--- src/rtl/multi_cycle_mips.sv ---
// multi_cycle_mips: multi-cycle MIPS-subset core (IF/ID/EX/MEM/WB) tolerating wait-stated memories; define IMM_LOGIC_EN to add andi/ori/slti/lui
module multi_cycle_mips #(
  parameter int          DMEM_AW  = 7,
  parameter logic [31:0] RESET_PC = 32'h0
) (
  input  logic               clk,
  input  logic               rst_n,
  output logic [31:0]        IR_addr,
  output logic               imem_req,
  input  logic               imem_ready,
  input  logic [31:0]        IR,
  output logic               CEN,
  output logic               WEN,
  output logic               OEN,
  output logic [DMEM_AW-1:0] A,
  output logic [31:0]        Data2Mem,
  input  logic [31:0]        ReadDataMem,
  input  logic               dmem_ready,
  output logic               retire
);
  localparam logic [2:0] S_IF = 3'd0, S_ID = 3'd1, S_EX = 3'd2, S_MEM = 3'd3, S_WB = 3'd4;
  logic [2:0] state, state_nx;
  logic [31:0] pc_r, ir_r, a_r, b_r, alu_r, mdr_r, sext, imm_res, alu_res;
  logic [31:0] rf [32];
  logic [5:0] op, funct;
  logic [4:0] rs, rt, rd, shamt, wd;
  logic is_r, is_alu_r, is_jr, is_lw, is_sw, is_j, is_jal, is_imm, wb_path, mem_op, taken;
  assign op       = ir_r[31:26];
  assign rs       = ir_r[25:21];
  assign rt       = ir_r[20:16];
  assign rd       = ir_r[15:11];
  assign shamt    = ir_r[10:6];
  assign funct    = ir_r[5:0];
  assign sext     = {{16{ir_r[15]}}, ir_r[15:0]};
  assign is_r     = op == 6'h00;
  assign is_alu_r = is_r && (funct inside {6'h20, 6'h22, 6'h24, 6'h25, 6'h2a, 6'h00, 6'h02});
  assign is_jr    = is_r && funct == 6'h08;
  assign is_lw    = op == 6'h23;
  assign is_sw    = op == 6'h2b;
  assign is_j     = op == 6'h02;
  assign is_jal   = op == 6'h03;
  assign taken    = (op == 6'h04 && a_r == b_r) || (op == 6'h05 && a_r != b_r);
`ifdef IMM_LOGIC_EN
  logic [31:0] zext;
  assign zext    = {16'h0, ir_r[15:0]};
  assign is_imm  = op inside {6'h08, 6'h0a, 6'h0c, 6'h0d, 6'h0f};
  assign imm_res = op == 6'h0c ? a_r & zext :
                   op == 6'h0d ? a_r | zext :
                   op == 6'h0a ? {31'b0, $signed(a_r) < $signed(sext)} :
                   op == 6'h0f ? {ir_r[15:0], 16'h0} : a_r + sext;
`else
  assign is_imm  = op == 6'h08;
  assign imm_res = a_r + sext;
`endif
  assign wb_path  = is_alu_r || is_imm;
  assign mem_op   = is_lw || is_sw;
  assign wd       = is_r ? rd : rt;
  assign IR_addr  = pc_r;
  assign imem_req = rst_n && state == S_IF;
  assign CEN      = state != S_MEM;
  assign WEN      = !(state == S_MEM && is_sw);
  assign OEN      = !(state == S_MEM && is_lw);
  assign A        = alu_r[DMEM_AW+1:2];
  assign Data2Mem = b_r;
  // a store finishes in MEM, so its retire is qualified by the data handshake
  assign retire   = state == S_WB || (state == S_EX && !wb_path && !mem_op) ||
                    (state == S_MEM && is_sw && dmem_ready);
  // ALU result: R-type by funct, otherwise the immediate path (also the lw/sw address)
  always_comb begin
    alu_res = !is_r           ? imm_res :
              funct == 6'h20  ? a_r + b_r :
              funct == 6'h22  ? a_r - b_r :
              funct == 6'h24  ? a_r & b_r :
              funct == 6'h25  ? a_r | b_r :
              funct == 6'h2a  ? {31'b0, $signed(a_r) < $signed(b_r)} :
              funct == 6'h00  ? b_r << shamt : b_r >> shamt;
  end
  // FSM transitions, stalling in IF and MEM until the memory handshakes
  always_comb begin
    state_nx = state == S_IF  ? (imem_ready ? S_ID : S_IF) :
               state == S_ID  ? S_EX :
               state == S_EX  ? (wb_path ? S_WB : mem_op ? S_MEM : S_IF) :
               state == S_MEM ? (dmem_ready ? (is_lw ? S_WB : S_IF) : S_MEM) : S_IF;
  end
  // architectural state: stage registers, PC and register file
  always_ff @(posedge clk or negedge rst_n) begin
    if (!rst_n) begin
      state <= S_IF;
      pc_r  <= RESET_PC;
      ir_r  <= '0;
      a_r   <= '0;
      b_r   <= '0;
      alu_r <= '0;
      mdr_r <= '0;
      for (int i = 0; i < 32; i++) rf[i] <= '0;
    end else begin
      state <= state_nx;
      case (state)
        S_IF: if (imem_ready) begin
          ir_r <= IR;
          pc_r <= pc_r + 32'd4;
        end
        S_ID: begin
          a_r <= rf[rs];
          b_r <= rf[rt];
        end
        S_EX: begin
          alu_r <= alu_res;
          if (taken) pc_r <= pc_r + {sext[29:0], 2'b00};
          if (is_j || is_jal) pc_r <= {pc_r[31:28], ir_r[25:0], 2'b00};
          if (is_jal) rf[31] <= pc_r;
          if (is_jr) pc_r <= a_r;
        end
        S_MEM: if (dmem_ready && is_lw) mdr_r <= ReadDataMem;
        S_WB: if (wd != 5'd0) rf[wd] <= is_lw ? mdr_r : alu_r;
        default: ;
      endcase
    end
  end
endmodule

--- config.mk ---
export PLATFORM = sky130hd
export DESIGN_NAME = multi_cycle_mips
export DESIGN_NICKNAME = d
export VERILOG_FILES = /design/src/rtl/multi_cycle_mips.sv
export SDC_FILE = /design/constraint.sdc
export NUM_CORES = 2
export LEC_CHECK = 0
export BUFFER_PORTS_ARGS = -buffer_cell sky130_fd_sc_hd__buf_2
export CAP_MARGIN = 20
export CORE_MARGIN = 1.5
export CORE_UTILIZATION = 32
export CTS_CLUSTER_SIZE = 16
export DETAILED_ROUTE_END_ITERATION = 10
export SETUP_SLACK_MARGIN = 0.4
export SKIP_LAST_GASP = 1
export SYNTH_ARGS = -nofsm -noshare
export SYNTH_HDL_FRONTEND = slang
export SYNTH_SLANG_ARGS = --single-unit
--- constraint.sdc ---
create_clock -name clk -period 3.3 [get_ports clk]
set_input_delay 0.33 -clock clk [delete_from_list [all_inputs] [get_ports clk]]
set_output_delay 0.33 -clock clk [all_outputs]
set_load 0.02 [all_outputs]
==> metrics.txt <==
outcome=finished clean; post-synthesis instance total=6811; internal power=60400 µW; Post-Synth Adder-Cell Area=2.83%; Synth area leaders=dfrtp_1 (42%), mux4_2 (22%), a21oi_1 (5.6%), o21ai_0 (4.7%), nor2_1 (3.9%); crit path cell chain=inv_2 -> ha_4 -> buf_4 -> nor2b_2 -> o31a_1 -> o21ai_4 -> a2111oi_4 -> nor3_4 -> nor3_2 -> or4b_4 -> nand4_1 -> a21oi_2 -> o32ai_2; Pre-antenna DRT Iters=6; Hold WC Path Type=in -> async; Seq pwr share=24.1%; Synth Area in Compound Gates=14.4%; count of final setup violators=0; startpoint types=register; min Tclk post-route=3.22 ns; Sw Pwr=47200 µW; RSZ-0062 raised after global routing=yes; Chip Height=479 µm; Clk pin slew, worst setup/hold paths=0.06 ns; Pins Over Slew Limit=0; Lkg Pwr=0.0384 µW; vias in the first global route=60200; R2R depth=13; CP Capture Type=register; max-cap viol count=0; Wirelength per Cell=28.2 µm; fin nets=7544; mean post-synth cell area=10.6 µm²; syn_nets=7040; CP arrival=3.94 ns; layout cell share with drive strength beyond 1=32.8%; # IOs=144; routed vias/inst=5.91; Clock power frac=15.5%; share of Yosys cell area claimed by the top area cell type=42.2%; crit-path max FO=4; Simple-Gate Fraction of Synth Area=10.1%; sequential element share of the synthesized area=42.2%; Global Route Usage Sum=24.4%; WL final=294000 µm; vias=61600; CP peak stage delay=0.54 ns; Initial Util=32.2%; core box area=225000 µm²; DP Wirelength=193000 µm; DRC viols=0; CP Data Required Time=4.02 ns; # rows=174; IO Port Bufs=143; Die X=479 µm; Max Fclk=311 MHz; number of synthesized register bits=1219; H-Tree Depth=4; Logic pwr share=60.4%; fin crit share=97.6%; Post-DRT Antenna Nets=0; Setup TNS=0 ns; worst slew pin tran=1.10 ns; grt ovf=0; XOR/XNOR Fraction of Synth Area=0.944%; final hold vios=0; Finished Core Util=40.3%; CTS sink count=1219; largest family of logic cells by synthesized area=multiplexers; Yosys cell types=90; clk root buf=clkbuf_16; largest net degree at the start of global routing=149; mux cell area share after synthesis=25.3%; Max VDD drop=649 µV; worst skew pair latency=0.82 ns; starting DRC count in detailed routing=7405; Area growth syn-to-layout=25.1%; Setup Crit Path Kind=reg -> reg; area of the die=229000 µm²; mapped cell area=72400 µm²; switching share of power=43.9%; Synth async-reset ratio=100%; RePlAce Congestion=1.00; CP max-delay cell=or4b_4; Post-synth EDFFs=0; Fin Clk Skew=0.0329 ns; dominant synthesized flop cell=dfrtp_1; first-pass GRT wire length=417000 µm; CTS tree=built; power per cell area=1190 nW/µm²; antenna violations before repair=17; Synth area leader=dfrtp_1; YS warnings=0; cts bufs inserted=135; Clock Tree Buf Depth=3; slew margin rel.=26.5%
==> area by class of cell <==
class	count	area (µm²)
clock inverter	59	900
tap	2992	3740
multi-input combinational	4802	41200
clock buffer	188	3920
sequential	1219	30600
inverter	112	439
antenna	5	12.5
timing repair buffer	1045	9680
fill	21400	134000
==> power by group through the flow <==
stage | Clock, µW | Combinational [µW] | Sequential [µW]
6_report | 16600 | 65000 | 26000
5_1_grt | 17400 | 68500 | 26600
4_1_cts | 16900 | 61300 | 25800
3_5_place_dp | 0 | 58000 | 26000
3_3_place_gp | 0 | 57700 | 25500
2_1_floorplan | 0 | 36300 | 24500
==> cell usage after synthesis, drive strengths merged (20+ instances only) <==
cell and instances:
a31oi 38, nand3 58, xnor2 52, o22ai 40, buf 127, o211ai 32, nand2 669, nand2b 23
clkbuf 551, ha 157, xor2 26, and2 20, a21oi 804, o21a 29, inv 111, nor3 60
nor2b 51, a211oi 35, mux2i 176, nor2 753, a21o 37, dfrtp 1219, mux4 699, o21ai 701
nand4 20, mux2 71
==> per-stage QoR <==
| stage | cell area [µm²] | power (µW) | setup slack (ns) | hold WS [ns] | instances |
|---|---|---|---|---|---|
| after detailed placement | 81400 | 83900 | -0.318 | 0.283 | 9979 |
| final | 90500 | 108000 | 0.0802 | 0.0537 | 10400 |
| after global routing | 90500 | 113000 | -0.0760 | 0.0561 | 10400 |
| after global placement | 81400 | 83100 | -0.441 | 0.282 | 9979 |
| after floorplan | 73000 | 60800 | 0.101 | 0.0344 | 6811 |
| after CTS | 88600 | 104000 | 0.101 | 0.0122 | 10300 |
==> kinds of logic (layout without fill, tap and decap cells) <==
group	Yosys count	count (layout)
AO/OA/AOI/OAI	1878	1878
AND/OR/NAND/NOR	1739	1739
flip-flops	1219	1219
multiplexers	946	946
buffers and inverters	790	1404
adder cells (fa/ha/maj)	161	161
XOR/XNOR	78	78
other	0	5
==> per-layer routing <==
layer | track usage (%) | up-vias | share of wire, %
met5 | 0 | - | 0.028
met4 | 12.6 | 10 | 5.9
met3 | 5.13 | 760 | 9.4
met2 | 37.4 | 3327 | 45
met1 | 32.7 | 31500 | 40
li1 | - | 26000 | -
==> cell usage in the layout (no fill, tap or decap), types with 36 or more instances in the layout <==
master / Yosys / final
mux2i_2: 0 / 40
o21ai_0: 686 / 621
nor2b_1: 51 / 44
xnor2_1: 52 / 49
a21o_1: 36 / 36
inv_1: 110 / 90
dfrtp_2: 0 / 40
ha_1: 157 / 121
nor3_1: 58 / 45
nor2_1: 753 / 721
clkbuf_16: 0 / 148
nand2_1: 669 / 641
nand3_1: 58 / 52
o21ai_1: 15 / 50
a21oi_1: 803 / 761
dlygate4sd3_1: 0 / 65
buf_2: 45 / 142
buf_6: 5 / 45
mux2i_1: 176 / 125
dfrtp_1: 1219 / 1166
mux4_2: 699 / 699
buf_4: 11 / 652
mux2_2: 71 / 70
buf_12: 0 / 106
==> worst max-delay path, delay by kind of cell, from the launching register on <==
kind,cells,cell delay [ns]
DFF,1,0.45
adders and majority gates,1,0.20
and+or+nand+nor,5,1.25
AOI/OAI and AO/OA,5,1.02
buffers and inverters,2,0.23
==> path summary, 6_finish.rpt <==
| kind | end | start | slack, ns |
|---|---|---|---|
| worst min register to register | rf[1014]$_DFFE_PN0P_ | rf[1014]$_DFFE_PN0P_ | 0.39 |
| worst max-delay path | alu_r[30]$_DFFE_PN0P_ | a_r[2]$_DFFE_PN0P_ | 0.08 |
| min in group clk | ir_r[15]$_DFFE_PN0P_ | IR[15] | 0.13 |
| worst min-delay path | rf[922]$_DFFE_PN0P_ | rst_n | 0.05 |
| worst max register to register | alu_r[30]$_DFFE_PN0P_ | a_r[2]$_DFFE_PN0P_ | 0.08 |
| max in group asynchronous | rf[61]$_DFFE_PN0P_ | rst_n | 2.05 |
==> sequential cells by signal, summed over array words and instances, names as in the netlist <==
register  cells
a_r          32
Data2Mem     32
state         3
rf         1024
alu_r        32
IR_addr      32
ir_r         32
mdr_r        32
==> what timing repair did <==
item                                   4_1_cts  5_1_grt
endpoints found under the hold margin      892        0
gates resized for setup                    277      272
setup endpoints to repair                  471      811
pin swaps                                  106      122
hold buffers                                65        0
gates cloned                                10       13
setup buffers                               48       55
Power figures use the tool's default switching activity.
